**src/rtl/fifo_wr_arbiter.sv**
```systemverilog
// Two-requester write arbiter in front of a FIFO, with bounded bursts so neither side can starve the other.
// Optional per-requester write counters are built when FIFO_ARB_STATS_EN is defined.
module fifo_wr_arbiter #(
    parameter int DATA_WIDTH = 8,
    parameter int BURST_MAX  = 4
) (
    input  logic                  clk_19_3,
    input  logic                  reset,
    input  logic                  req0,
    input  logic                  req1,
    input  logic [DATA_WIDTH-1:0] data0,
    input  logic [DATA_WIDTH-1:0] data1,
    output logic                  acc0,
    output logic                  acc1,
    input  logic                  fifo_full,
    output logic                  fifo_wr_en,
    output logic [DATA_WIDTH-1:0] fifo_wr_data,
`ifdef FIFO_ARB_STATS_EN
    output logic [15:0]           wr_cnt0,
    output logic [15:0]           wr_cnt1,
`endif
    output logic [1:0]            owner
);

    localparam logic [1:0] S_IDLE = 2'b00;
    localparam logic [1:0] S_G0   = 2'b01;
    localparam logic [1:0] S_G1   = 2'b10;
    localparam logic [3:0] LP_BMAX = 4'(BURST_MAX);

    logic [1:0] r_state;
    logic [1:0] w_next_state;
    logic       r_last;
    logic       w_next_last;
    logic [3:0] r_cnt;
    logic [3:0] w_next_cnt;
    logic [3:0] w_cnt_inc;
    logic       w_acc0;
    logic       w_acc1;

    // State, last-owner and burst counter registers
    always_ff @(posedge clk_19_3 or posedge reset) begin
        if (reset) begin
            r_state <= S_IDLE;
            r_last  <= 1'b1;
            r_cnt   <= 4'd0;
        end else begin
            r_state <= w_next_state;
            r_last  <= w_next_last;
            r_cnt   <= w_next_cnt;
        end
    end

    // While the FIFO is full a granted owner is frozen: no state change and
    // no burst credit consumed, so the blocked requester keeps its window.
    always_comb begin
        w_next_state = r_state;
        w_next_last  = r_last;
        w_next_cnt   = r_cnt;
        w_cnt_inc    = r_cnt + 4'd1;
        case (r_state)
            S_IDLE: begin
                w_next_cnt = 4'd0;
                if (req0 && (!req1 || r_last)) begin
                    w_next_state = S_G0;
                    w_next_last  = 1'b0;
                end else if (req1) begin
                    w_next_state = S_G1;
                    w_next_last  = 1'b1;
                end
            end
            S_G0: begin
                if (!fifo_full) begin
                    if (!req0) begin
                        w_next_cnt = 4'd0;
                        if (req1) begin
                            w_next_state = S_G1;
                            w_next_last  = 1'b1;
                        end else begin
                            w_next_state = S_IDLE;
                        end
                    end else if (w_acc0) begin
                        if (w_cnt_inc == LP_BMAX) begin
                            w_next_cnt = 4'd0;
                            if (req1) begin
                                w_next_state = S_G1;
                                w_next_last  = 1'b1;
                            end
                        end else begin
                            w_next_cnt = w_cnt_inc;
                        end
                    end
                end
            end
            S_G1: begin
                if (!fifo_full) begin
                    if (!req1) begin
                        w_next_cnt = 4'd0;
                        if (req0) begin
                            w_next_state = S_G0;
                            w_next_last  = 1'b0;
                        end else begin
                            w_next_state = S_IDLE;
                        end
                    end else if (w_acc1) begin
                        if (w_cnt_inc == LP_BMAX) begin
                            w_next_cnt = 4'd0;
                            if (req0) begin
                                w_next_state = S_G0;
                                w_next_last  = 1'b0;
                            end
                        end else begin
                            w_next_cnt = w_cnt_inc;
                        end
                    end
                end
            end
            default: begin
                w_next_state = S_IDLE;
                w_next_cnt   = 4'd0;
            end
        endcase
    end

    // Outputs depend only on the registered owner plus live request/full
    always_comb begin
        w_acc0       = (r_state == S_G0) && req0 && !fifo_full;
        w_acc1       = (r_state == S_G1) && req1 && !fifo_full;
        fifo_wr_data = '0;
        case (r_state)
            S_G0:    fifo_wr_data = data0;
            S_G1:    fifo_wr_data = data1;
            default: fifo_wr_data = '0;
        endcase
    end

    assign acc0       = w_acc0;
    assign acc1       = w_acc1;
    assign fifo_wr_en = w_acc0 || w_acc1;
    assign owner      = r_state;

`ifdef FIFO_ARB_STATS_EN
    logic [15:0] r_wr_cnt0;
    logic [15:0] r_wr_cnt1;

    always_ff @(posedge clk_19_3 or posedge reset) begin
        if (reset) begin
            r_wr_cnt0 <= 16'd0;
            r_wr_cnt1 <= 16'd0;
        end else begin
            if (w_acc0 && (r_wr_cnt0 != 16'hFFFF)) r_wr_cnt0 <= r_wr_cnt0 + 16'd1;
            if (w_acc1 && (r_wr_cnt1 != 16'hFFFF)) r_wr_cnt1 <= r_wr_cnt1 + 16'd1;
        end
    end

    assign wr_cnt0 = r_wr_cnt0;
    assign wr_cnt1 = r_wr_cnt1;
`endif

endmodule

```
**config.mk**
```make
export PLATFORM = sky130hd
export DESIGN_NAME = fifo_wr_arbiter
export DESIGN_NICKNAME = d
export VERILOG_FILES = /design/src/rtl/fifo_wr_arbiter.sv
export SDC_FILE = /design/constraint.sdc
export NUM_CORES = 1
export LEC_CHECK = 0
export BUFFER_PORTS_ARGS = -buffer_cell sky130_fd_sc_hd__buf_2
export CORE_MARGIN = 2
export CORE_UTILIZATION = 35
export DETAILED_ROUTE_END_ITERATION = 8
export PLACE_DENSITY_LB_ADDON = 0.1
export SYNTH_ARGS = -nofsm -noshare
export SYNTH_HDL_FRONTEND = slang
export SYNTH_SLANG_ARGS = --single-unit
```
**constraint.sdc**
```tcl
create_clock -name clk_19_3 -period 2.05 [get_ports clk_19_3]
set_input_delay 0.1025 -clock clk_19_3 [delete_from_list [all_inputs] [get_ports clk_19_3]]
set_output_delay 0.1025 -clock clk_19_3 [all_outputs]
set_load 0.01 [all_outputs]
```
# Yosys cells after proc, flatten, opt, wreduce, memory -nomap -nowiden
# Cells that the tools add are included.
# Widths: inputs -> output; s select.
[word_totals]
reg_bits = 7
out_inout_bits = 13
[op_classes]
n_addsub = 1
eq_ne = 10
muxes = 35
reduce_logical = 14
[op_table]
columns = ["operator", "n"]
rows = [
  ["$mux 4", 7],
  ["$mux 2", 12],
  ["$pmux 8 s2", 1],
  ["$ne 3x3->1 const B", 5],
  ["$reduce_and 7->1", 2],
  ["$mux 1", 12],
  ["$pmux 4 s2", 1],
  ["$pmux 2 s3", 1],
  ["$logic_and 1x1->1", 5],
  ["$add 4x1->4 const B", 1],
  ["$eq 4x3->1 const B", 1],
  ["$ne 2x2->1 const B", 2],
  ["$reduce_and 4->1", 1],
  ["$pmux 1 s3", 1],
  ["$reduce_bool 3->1", 1],
  ["$eq 2x1->1 const B", 1],
  ["$eq 2x2->1 const B", 1],
  ["$logic_not 1->1", 2],
  ["$logic_not 2->1", 1],
  ["$logic_or 1x1->1", 2],
]

# Depth between registers and ports, before layout
[logic_depth]
ltp_word = 7
depth_mapped = 7

# Worst setup path before layout
# Ideal clock, no wire load.
[synth_timing]
kind = "reg2reg"
from = "register r_cnt[0]"
to = "register r_state[1], in the netlist owner[1]"
arrival_time_ns = 1.486
required_time_ns = 1.964
setup_slack_ns = 0.479
path_stages_with_launch = 6
path_buffers = 0
synth_period_minus_slack_ns = 1.571
path_cell_list = "dfrtp_1 -> ha_1 -> a211oi_1 -> o211a_1 -> o2111ai_1 -> a32oi_1"
[synth_via]
elab_chain_len = 4
[synth_rtl]
columns = ["element", "line", "source"]
rows = [
  ["from (decl)", "34", "logic [3:0] r_cnt;"],
  ["from (signal assigned)", "49", "r_cnt <= w_next_cnt;"],
  ["$add 4x1->4 (*)", "59", "w_cnt_inc = r_cnt + 4'd1;"],
  ["$eq 4x3->1 (*)", "82, 105", ""],
  ["$ne 3x3->1 (no source line)", "-", ""],
  ["$reduce_and 7->1 (no source line) (*)", "-", ""],
  ["to (signal assigned)", "47", "r_state <= w_next_state;"],
  ["to (decl)", "30", "logic [1:0] r_state;"],
]
# Every way passes the cells marked *; elsewhere a longest branch is shown, timed or not.
# A chain may end at the register's enable or synchronous reset.

# Worst setup path in the final report
# Same ends and word-level chain as after synthesis.

==> run metrics <==
run status completed; clk_lat worst skew 0.26 ns; clock buffer depth 2; gr usage total 0.176; layout net count about 160; area grow syn2layout 25.4%; TritonCTS clock tree built; Worst Path Class, Setup flip-flop to flip-flop; design area between 1000 and 1500 um^2; Final period util 0.906; hold crit path type input port to flip-flop; CTS root buf clkbuf_4; Synth area leaders dfrtp_1, ha_1, a22oi_1, nor2b_1, a21oi_1; GRT overflow 0; Mapped Area 812 um^2; Port Buffer Count 33; H-tree depth 1; antenna violations before repair 0; Worst setup SP type flip-flop; # rows 17; post-route ant nets 0; WP data required ~2.2 ns; ys flop type dfrtp_1; minimum clock period ~1.9 ns; Synth top area share 0.185; max_slew headroom 0.734; RSZ-0062 raised after global routing no; Slew @ Worst Pin between 0.3 and 0.4 ns; CP Capture Type flip-flop; DRT iter0 DRCs 18; fmax roughly 0.54 GHz; Mean Syn Cell Area approximately 8.4 um^2; worst reg2reg path startpoint r_cnt[0]; worst path arrival time 2.02 ns; first-pass GRT wire length approximately 3500 um; wire length per cell between 10 and 15 um; Final setup viols 0; static leakage ~0.50 nW; Pre-Repair DR Iteration Count 4; VDD IR max ~0.00074 V; die width around 52 um; share of cells above drive strength 1 0.328; most area-hungry cell type in the Yosys netlist dfrtp_1; post-CTS setup buffer count 0; cts repair resizes 0; Post-route DRC 0; largest net degree at the start of global routing 13; register bit count reported by yosys 7; GP Congestion between 0.7 and 0.8; die area around 2700 um^2; asr flop ratio synth 1.00; filler instances approximately 240; initial core utilization 0.367; reg2reg end owner[1]; Detailed Route WL ~2300 um; Post-synth top cells a22oi_1, nor2b_1; end point of the critical path owner[1]; DP HPWL around 1700 um; syn_nets around 120; Die Span Y 52.2 um; beginning of the critical path r_cnt[0]; Synth warnings 0; Sink Count 7; Worst Path Max Fanout 7; R2R cell count 5; sequential element share of the synthesized area 0.217; Reg clk slew, reported paths 0.05 ns; Mapped Cells 97; vias in the first global route 780; FF-to-FF setup slack about 0.19 ns; Fin Clk Skew 0.00426 ns; cell area power density roughly 1100 nW/um^2; Slew Viols, Final 0; setup total negative slack 0 ns; Fin. Hold Viols 0; Synth cell types 41; Vias/cell around 5.5; n_diodes 0; via count a little under 900; CTS buffer count 3; I/O pin total 34; total core area ~2200 um^2; Placement Cell Area roughly 980 um^2; EDFF count, synth 0; Max Cap Viol 0
## critical path, stage by stage (launching register included)
cell and delay [ns]:
dfrtp_1 0.46, ha_1 0.29, a211oi_1 0.39, o211a_1 0.25
o2111ai_1 0.15, a32oi_1 0.23
## how the worst min path moves through the flow
stage | startpoint | to | slack [ns] | cells past startpoint
5_1_grt | req1 | owner[1] | 0.28 | 3
2_1_floorplan | reset | owner[0] | -0.09 | 1
4_1_cts | req1 | owner[1] | 0.25 | 3
3_5_place_dp | reset | owner[1] | 0.03 | 2
6_report | req1 | owner[1] | 0.26 | 3
3_3_place_gp | reset | r_cnt[1] | 0.03 | 2
## metal layers
| metal | GRT usage | vias to the layer above | wire (um) | share of wire |
|---|---|---|---|---|
| met5 | 0 | - | 0 | 0 |
| met4 | 0.0855 | 0 | 39 | 0.017 |
| met3 | 0.0546 | 5 | 152 | 0.067 |
| met2 | 0.278 | 31 | 1120 | 0.49 |
| met1 | 0.216 | 405 | 969 | 0.42 |
| li1 | - | 432 | - | - |
## timing repair
| item | CTS | global route |
|---|---|---|
| hold buffers | 1 | 0 |
| endpoints found under the setup margin | 0 | 0 |
| endpoints found under the hold margin | 7 | 0 |
## flip-flops by register name (all words and copies together), names as in the netlist
signal  count
owner       2
r_cnt       4
r_last      1
## metrics by stage
step,worst slack [ns],total power [mW],hold slack (ns),utilization,instances
floorplan,0.479,0.801,-0.0948,-,97
global placement,0.223,1.02,0.0305,0.444,154
detailed placement,0.225,1.04,0.0328,0.444,154
CTS,0.207,1.18,0.247,0.460,159
global route,0.0732,1.29,0.277,0.460,159
finish,0.194,1.17,0.259,0.460,159
## logic make-up after synthesis
logic type / synth area share
and+or+nand+nor: 0.248
DFF: 0.217
buffers and inverters: 0.0832
AOI/OAI and AO/OA: 0.336
adders and majority gates: 0.0924
muxes: 0.0123
xor gates and xnor gates: 0.0108
## final cells by class
type | instances | area [um^2] | area share
Tap cell | 28 | 35.0 | 0.0344
Multi-Input combinational cell | 79 | 568 | 0.558
Clock buffer | 4 | 26.3 | 0.0258
Timing Repair Buffer | 37 | 198 | 0.194
Sequential cell | 7 | 176 | 0.173
Inverter | 4 | 15.0 | 0.0147
## cells in the final DEF, fill, tap and decap left out, drive strengths merged, types with 3 or more instances in the layout
cell type,synthesis,layout
buf,4,36
a22oi,9,9
nor2b,9,9
o21ai,6,6
a21oi,6,6
ha,6,6
dfrtp,6,6
nor2,5,5
nand2,5,5
inv,4,4
clkbuf,3,4
nand3,3,3
## report_power, final
part / leakage [nW] / switching, mW / internal (mW)
sequential: 0.0914 / 0.0474 / 0.183
combinational: 0.390 / 0.438 / 0.376
clock: 0.0150 / 0.0511 / 0.0743
Power figures use the tool's default switching activity.
